## src/rtl/mfp_irq_ctrl.sv

```systemverilog
// Vectored interrupt controller: NUM_SRC edge/level sources -> prioritised irq + 8-bit vector.
// Latency: irq rises IRQ_DELAY+1 clk_en edges after trigger goes true; vec/vec_spur latch on iack rise.
// Backpressure: none; src and register writes are sampled on every clk_en, nothing is ever stalled.
//
// Ports:
//   clk, reset_n        clock, asynchronous active-low reset
//   clk_en              bus-rate enable; every flop holds when low
//   src[NUM_SRC]        raw interrupt inputs (synchronous to clk)
//   reg_wr/addr/din     register write port (0 IER,1 IPR,2 ISR,3 IMR,4 AER,5 LVL,6 VR)
//   reg_dout            combinational readback of the addressed register
//   iack                CPU acknowledge cycle for this controller
//   irq                 registered interrupt request
//   vec, vec_spur       vector captured at iack rise, spurious flag
module mfp_irq_ctrl #(
    parameter int NUM_SRC   = 16,
    parameter int IDX_W     = $clog2(NUM_SRC),
    parameter int IRQ_DELAY = 4
) (
    input  logic               clk,
    input  logic               reset_n,
    input  logic               clk_en,
    input  logic [NUM_SRC-1:0] src,
    input  logic               reg_wr,
    input  logic [2:0]         reg_addr,
    input  logic [NUM_SRC-1:0] reg_din,
    output logic [NUM_SRC-1:0] reg_dout,
    input  logic               iack,
    output logic               irq,
    output logic [7:0]         vec,
    output logic               vec_spur
);

    localparam logic [2:0] A_IER = 3'd0;
    localparam logic [2:0] A_IPR = 3'd1;
    localparam logic [2:0] A_ISR = 3'd2;
    localparam logic [2:0] A_IMR = 3'd3;
    localparam logic [2:0] A_AER = 3'd4;
    localparam logic [2:0] A_LVL = 3'd5;
    localparam logic [2:0] A_VR  = 3'd6;

    // VR keeps the vector base bits above the index field plus the S (software EOI) bit.
    localparam logic [7:0] VR_MASK = 8'((8'hFF << IDX_W) | 8'h08);
    localparam logic [3:0] DLY     = 4'(IRQ_DELAY);
    localparam logic [7:0] SPUR_VEC = 8'h18;

    logic [NUM_SRC-1:0] ier_q, ier_d;
    logic [NUM_SRC-1:0] ipr_q, ipr_d;
    logic [NUM_SRC-1:0] isr_q, isr_d;
    logic [NUM_SRC-1:0] imr_q, imr_d;
    logic [NUM_SRC-1:0] aer_q, aer_d;
    logic [NUM_SRC-1:0] lvl_q, lvl_d;
    logic [7:0]         vr_q, vr_d;
    logic [NUM_SRC-1:0] prev_s_q, prev_s_d;
    logic               iack_d_q, iack_d_d;
    logic [3:0]         cnt_q, cnt_d;
    logic               irq_q, irq_d;
    logic [7:0]         vec_q, vec_d;
    logic               vec_spur_q, vec_spur_d;

    logic [NUM_SRC-1:0] s;
    logic [NUM_SRC-1:0] p;
    logic [IDX_W-1:0]   hp;
    logic [IDX_W:0]     hs;
    logic [IDX_W:0]     hp_p1;
    logic [NUM_SRC-1:0] hp_bit;
    logic               trigger;
    logic               iack_rise;
    logic [7:0]         din8;

    // Priority view of the current state (registered values only, so no src/iack -> irq path).
    always_comb begin
        s  = src ^ ~aer_q;
        p  = ipr_q & imr_q;
        hp = '0;
        hs = '0;
        for (int i = 0; i < NUM_SRC; i++) begin
            if (p[i]) begin
                hp = IDX_W'(i);
            end
            if (isr_q[i]) begin
                hs = (IDX_W+1)'(i + 1);
            end
        end
        hp_p1     = {1'b0, hp} + {{IDX_W{1'b0}}, 1'b1};
        hp_bit    = {{(NUM_SRC-1){1'b0}}, 1'b1} << hp;
        // Only a source strictly above everything in service may interrupt.
        trigger   = (p != '0) && (hp_p1 > hs);
        iack_rise = iack & ~iack_d_q;
        din8      = 8'(reg_din);
    end

    always_comb begin
        logic wr_ier, wr_ipr, wr_isr, wr_imr, wr_aer, wr_lvl, wr_vr;
        logic ack_valid;
        logic [NUM_SRC-1:0] ipr_clr, ipr_set, lvl_en, isr_clr, isr_set;

        ier_d      = ier_q;
        ipr_d      = ipr_q;
        isr_d      = isr_q;
        imr_d      = imr_q;
        aer_d      = aer_q;
        lvl_d      = lvl_q;
        vr_d       = vr_q;
        prev_s_d   = prev_s_q;
        iack_d_d   = iack_d_q;
        cnt_d      = cnt_q;
        irq_d      = irq_q;
        vec_d      = vec_q;
        vec_spur_d = vec_spur_q;

        wr_ier    = reg_wr && (reg_addr == A_IER);
        wr_ipr    = reg_wr && (reg_addr == A_IPR);
        wr_isr    = reg_wr && (reg_addr == A_ISR);
        wr_imr    = reg_wr && (reg_addr == A_IMR);
        wr_aer    = reg_wr && (reg_addr == A_AER);
        wr_lvl    = reg_wr && (reg_addr == A_LVL);
        wr_vr     = reg_wr && (reg_addr == A_VR);
        ack_valid = iack_rise && (p != '0);

        ipr_clr = '0;
        ipr_set = '0;
        lvl_en  = '0;
        isr_clr = '0;
        isr_set = '0;

        if (clk_en) begin
            prev_s_d = s;
            iack_d_d = iack;

            if (wr_ier) ier_d = reg_din;
            if (wr_imr) imr_d = reg_din;
            if (wr_aer) aer_d = reg_din;
            if (wr_lvl) lvl_d = reg_din;
            if (wr_vr)  vr_d  = din8 & VR_MASK;

            // Pending: clears from software/ack, then hardware sets override them.
            if (wr_ipr)    ipr_clr = ipr_clr | ~reg_din;
            if (wr_ier)    ipr_clr = ipr_clr | ~reg_din;
            if (ack_valid) ipr_clr = ipr_clr | (hp_bit & ~lvl_q);
            ipr_set = ier_q & ~lvl_q & s & ~prev_s_q;
            // Enabled level sources simply mirror the input.
            lvl_en  = ier_q & lvl_q;
            ipr_d   = (((ipr_q & ~ipr_clr) | ipr_set) & ~lvl_en) | (s & lvl_en);

            // In-service: ack set beats a same-cycle write clear.
            if (wr_isr)                 isr_clr = ~reg_din;
            if (ack_valid && vr_q[3])   isr_set = hp_bit;
            isr_d = (isr_q & ~isr_clr) | isr_set;
            // Dropping into auto-EOI empties the in-service set outright.
            if (wr_vr && !din8[3]) isr_d = '0;

            if (iack_rise) begin
                if (p != '0) begin
                    vec_d      = {vr_q[7:IDX_W], hp};
                    vec_spur_d = 1'b0;
                end else begin
                    vec_d      = SPUR_VEC;
                    vec_spur_d = 1'b1;
                end
            end

            // irq fires on the edge where the saturated count is already at the delay.
            if (!trigger) begin
                cnt_d = '0;
                irq_d = 1'b0;
            end else if (cnt_q == DLY) begin
                irq_d = 1'b1;
            end else begin
                cnt_d = cnt_q + 4'd1;
            end
        end
    end

    always_ff @(posedge clk or negedge reset_n) begin
        if (!reset_n) begin
            ier_q      <= '0;
            ipr_q      <= '0;
            isr_q      <= '0;
            imr_q      <= '0;
            aer_q      <= '0;
            lvl_q      <= '0;
            vr_q       <= '0;
            prev_s_q   <= '0;
            iack_d_q   <= 1'b0;
            cnt_q      <= '0;
            irq_q      <= 1'b0;
            vec_q      <= '0;
            vec_spur_q <= 1'b0;
        end else begin
            ier_q      <= ier_d;
            ipr_q      <= ipr_d;
            isr_q      <= isr_d;
            imr_q      <= imr_d;
            aer_q      <= aer_d;
            lvl_q      <= lvl_d;
            vr_q       <= vr_d;
            prev_s_q   <= prev_s_d;
            iack_d_q   <= iack_d_d;
            cnt_q      <= cnt_d;
            irq_q      <= irq_d;
            vec_q      <= vec_d;
            vec_spur_q <= vec_spur_d;
        end
    end

    always_comb begin
        case (reg_addr)
            A_IER:   reg_dout = ier_q;
            A_IPR:   reg_dout = ipr_q;
            A_ISR:   reg_dout = isr_q;
            A_IMR:   reg_dout = imr_q;
            A_AER:   reg_dout = aer_q;
            A_LVL:   reg_dout = lvl_q;
            A_VR:    reg_dout = NUM_SRC'(vr_q);
            default: reg_dout = '0;
        endcase
    end

    assign irq      = irq_q;
    assign vec      = vec_q;
    assign vec_spur = vec_spur_q;

endmodule

```

## config.mk

```make
export PLATFORM = sky130hd
export DESIGN_NAME = mfp_irq_ctrl
export DESIGN_NICKNAME = d
export VERILOG_FILES = /design/src/rtl/mfp_irq_ctrl.sv
export SDC_FILE = /design/constraint.sdc
export NUM_CORES = 1
export LEC_CHECK = 0
export CAP_MARGIN = 20
export CORE_MARGIN = 3
export CORE_UTILIZATION = 59
export DETAILED_ROUTE_END_ITERATION = 12
export GPL_TIMING_DRIVEN = 0
export PLACE_DENSITY = 0.81
export SLEW_MARGIN = 10
export SYNTH_ARGS = -nofsm -noshare
export SYNTH_HDL_FRONTEND = slang
export SYNTH_SLANG_ARGS = --single-unit
```

## constraint.sdc

```tcl
create_clock -name clk -period 4.4 [get_ports clk]
set_input_delay 0.44 -clock clk [delete_from_list [all_inputs] [get_ports clk]]
set_output_delay 0.44 -clock clk [all_outputs]
set_load 0.005 [all_outputs]
```

==> impl_metrics.py <==
metrics = {
    "placed_design": {
        "port_buffers": 61,
        "place_area_um2": 8428,
        "dp.final_hpwl_um": 16830,
        "place.gp.congestion": 1.025,
        "dpl_worst_slack_ns": 0.4375,
    },
    "route": {
        "wire_per_inst_um": 24.78,
        "drt-total-wl_um": 24230,
        "vias": 6537,
        "first_pass_iters": 5,
        "drt-initial-drc-count": 711,
        "ant_nets": 0,
        "avgViaCountPerCell": 6.684,
        "route.detailed.drc": 0,
    },
    "floorplanning": {
        "die_w_um": 119.3,
        "dieArea_um2": 14240,
        "rows": 40,
        "fp.dieH_um": 119.3,
        "initial_utilization_pct": 61.81,
        "ios": 66,
        "core_um2": 12260,
    },
    "sta": {
        "post-route-period-util_pct": 93.42,
        "hold_viol": 0,
        "clock-skew-final_ns": 0.006599,
        "hold_ws_ns": 0.05043,
        "tightest_slew_ns": 1.007,
        "period_needed_ns": 4.110,
        "finalSetupViolCount": 0,
        "fin_ws_ns": 0.2896,
        "finalMaxSlewViolations": 0,
        "max_freq_mhz": 243.3,
        "relSlewSlack_pct": 32.87,
        "rsz0062_at_grt": "false",
    },
    "cts": {
        "post_cts_buffers": 0,
        "clk_latency_ns": 0.43,
        "cts.repair.resized": 0,
        "clk_pin_slew_worst_paths_ns": 0.06,
        "ctsHtreeMaxLevel": 4,
        "clock-sinks": 132,
        "cts_tree": "built",
        "cts-buffers-inserted": 17,
        "hold_buffers": 0,
        "cts.path.max_buffers": 2,
        "root_buffer": "clkbuf_16",
    },
    "finish": {
        "layout-drive-gt1-share_pct": 19.75,
        "design_area_um2": 9039,
        "diodes": 0,
        "fin_util_pct": 73.71,
        "ff_latch_area_um2": 3303,
        "multiInputGateArea_um2": 3831,
        "area_delta_synth_final_pct": 19.27,
        "nets": 850,
        "fillCellCount": 880,
    },
    "synthesis": {
        "ys_seq_elements": 132,
        "syn_area_per_cell_um2": 10.58,
        "ys_seq_area_share_pct": 43.59,
        "yosysWarnings": 0,
        "synth-edff-count": 0,
        "async_reset_ff_share_pct": 100.0,
        "synth_cell_types": 69,
        "syn_area_um2": 7579,
        "synthCells": 716,
        "ys.flop_type": "dfrtp_1",
        "synth_nets": 769,
    },
    "critical_path": {
        "critPathKind": "register to register",
        "crit_top_cell": "ha_1",
        "cp_slowest_cell": "a222oi_1",
        "end_kind": "register",
        "critPathArrivalTime_ns": 4.45,
        "cp_slowest_stage_delay_ns": 0.68,
        "crit_chain": "a222oi_1, nand3_1, o211ai_1, o21ai_0, ha_1, ha_1, ha_1, nor2b_1, a221oi_1, o21ai_0, nand4_1, o22ai_1",
        "cp_max_fo": 5,
        "cp.required_ns": 4.74,
        "setup.worst_path.start_class": "register",
    },
    "run": {
        "drv_cap": 0,
    },
    "pwr": {
        "ir_worst_vdd_mv": 0.3009,
        "p_leak_uw": 0.003868,
        "finalPower_uw": 4697,
        "powerDensity_nw_per_um2": 519.7,
    },
    "global_routing": {
        "grt_max_degree": 76,
        "grt_pass1_wl_um": 37920,
        "antenna_found_initial": 1,
        "track_usage_pct": 35.25,
        "grt_pass1_vias": 6633,
        "grt_overflow_total": 0,
    },
    "hold_path": {
        "min_path_type": "input port to async pin",
    },
    "run_status": {
        "status": "complete, no violations",
    },
}
worst paths after layout:
check / start / to / slack (ns) / cells past startpoint
min in group clk: reg_wr / isr_q[3] / 0.40 / 4
max in group asynchronous: reset_n / imr_q[0] / 3.60 / 2
worst min register to register: vec[2] / vec[2] / 0.48 / 2
worst max register to register: ipr_q[13] / cnt_q[3] / 0.29 / 12
worst min-delay path: reset_n / vec[7] / 0.05 / 1
worst max-delay path: ipr_q[13] / cnt_q[3] / 0.29 / 12
stage by stage:
step,cells,setup TNS (ns)
global route,978,0
detailed placement,946,0
global placement,945,-291.30
floorplan,716,0
finish,978,0
CTS,978,0
placed cells by master (no fill, tap or decap), drive strengths merged, types with 17 or more instances in the layout:
| master | netlist | routed |
|---|---|---|
| nand2 | 79 | 79 |
| o221ai | 23 | 23 |
| clkbuf | 11 | 31 |
| inv | 48 | 49 |
| mux2 | 73 | 73 |
| nand3 | 17 | 17 |
| a21oi | 26 | 26 |
| nor2 | 23 | 23 |
| dfrtp | 132 | 132 |
| buf | 28 | 30 |
| clkdlybuf4s50 | 0 | 60 |
| o21ai | 57 | 57 |
sequential cells by signal, indices dropped and copies added, names as in the netlist:
register	flops
vr_q	5
prev_s_q	16
lvl_q	16
imr_q	16
iack_d_q	1
isr_q	16
vec_spur	1
cnt_q	4
ier_q	16
ipr_q	16
irq	1
vec	8
aer_q	16
cell families after synthesis:
group / count (synthesis) / share of synthesized area, %
AOI/OAI and AO/OA: 199 / 19.00
and+or+nand+nor: 174 / 12.65
DFF: 132 / 43.59
muxes: 95 / 14.91
buffers and inverters: 87 / 5.861
xor gates and xnor gates: 16 / 1.849
adders and majority gates: 13 / 2.146
cell type report:
class,instances,share of cell area (%)
Tap cell,168,2.326
Buffer,39,2.921
Sequential cell,132,36.54
Inverter,48,1.993
Clock inverter,12,1.703
Multi-Input combinational cell,497,42.39
Timing Repair Buffer,62,7.074
Clock buffer,20,5.053
cells in the mapped netlist (3+ instances only):
master       n  share of area (%)
nor2b_1      7               0.58
mux2_2      72                 11
o21ai_0     53                3.5
o221ai_1    21                2.4
o22ai_1     13                1.1
a41o_1       3               0.40
buf_4        8               0.79
nor2_1      22                1.1
mux2i_1     15                2.0
nand4_1      4               0.33
a32o_1      12                1.6
and2_1       3               0.25
mux4_2       7                2.1
inv_1       47                2.3
nor3b_1      9               0.89
and3_1       4               0.33
o21ai_1      4               0.26
ha_1        13                2.1
nand4_4      3               0.84
nand3b_1     3               0.30
buf_2       10               0.66
nand2b_1     8               0.66
buf_6       10                1.5
a22oi_1     12                1.2
xnor2_1     16                1.8
clkbuf_1    11               0.54
a22o_1       9                1.0
nand2_1     78                3.9
o211ai_1     5               0.50
dfrtp_1    132                 44
a21oi_1     26                1.7
nand3_1     15               0.99
o2111ai_1   16                1.8
critical path: cells and delay by family (launching register included):
family          cells  cell delay [ns]
simple gates        3             0.57
flops               1             0.46
compound gates      6             2.06
fa+ha+maj           3             0.95
report_power, final:
| part | switching (uW) | leakage, uW | internal (uW) |
|---|---|---|---|
| sequential | 296 | 0.00161 | 1490 |
| combinational | 774 | 0.00197 | 680 |
| clock | 541 | 0.000292 | 920 |
| total | 1610 | 0.00387 | 3090 |
per-layer routing:
metal,vias up,GRT usage (%),share of wire (%)
met5,-,0,0
met4,0,19.40,4.9
met3,80,9.307,9.7
met2,397,54.96,47
met1,3230,44.80,39
li1,2830,-,-
Power figures use the tool's default switching activity.
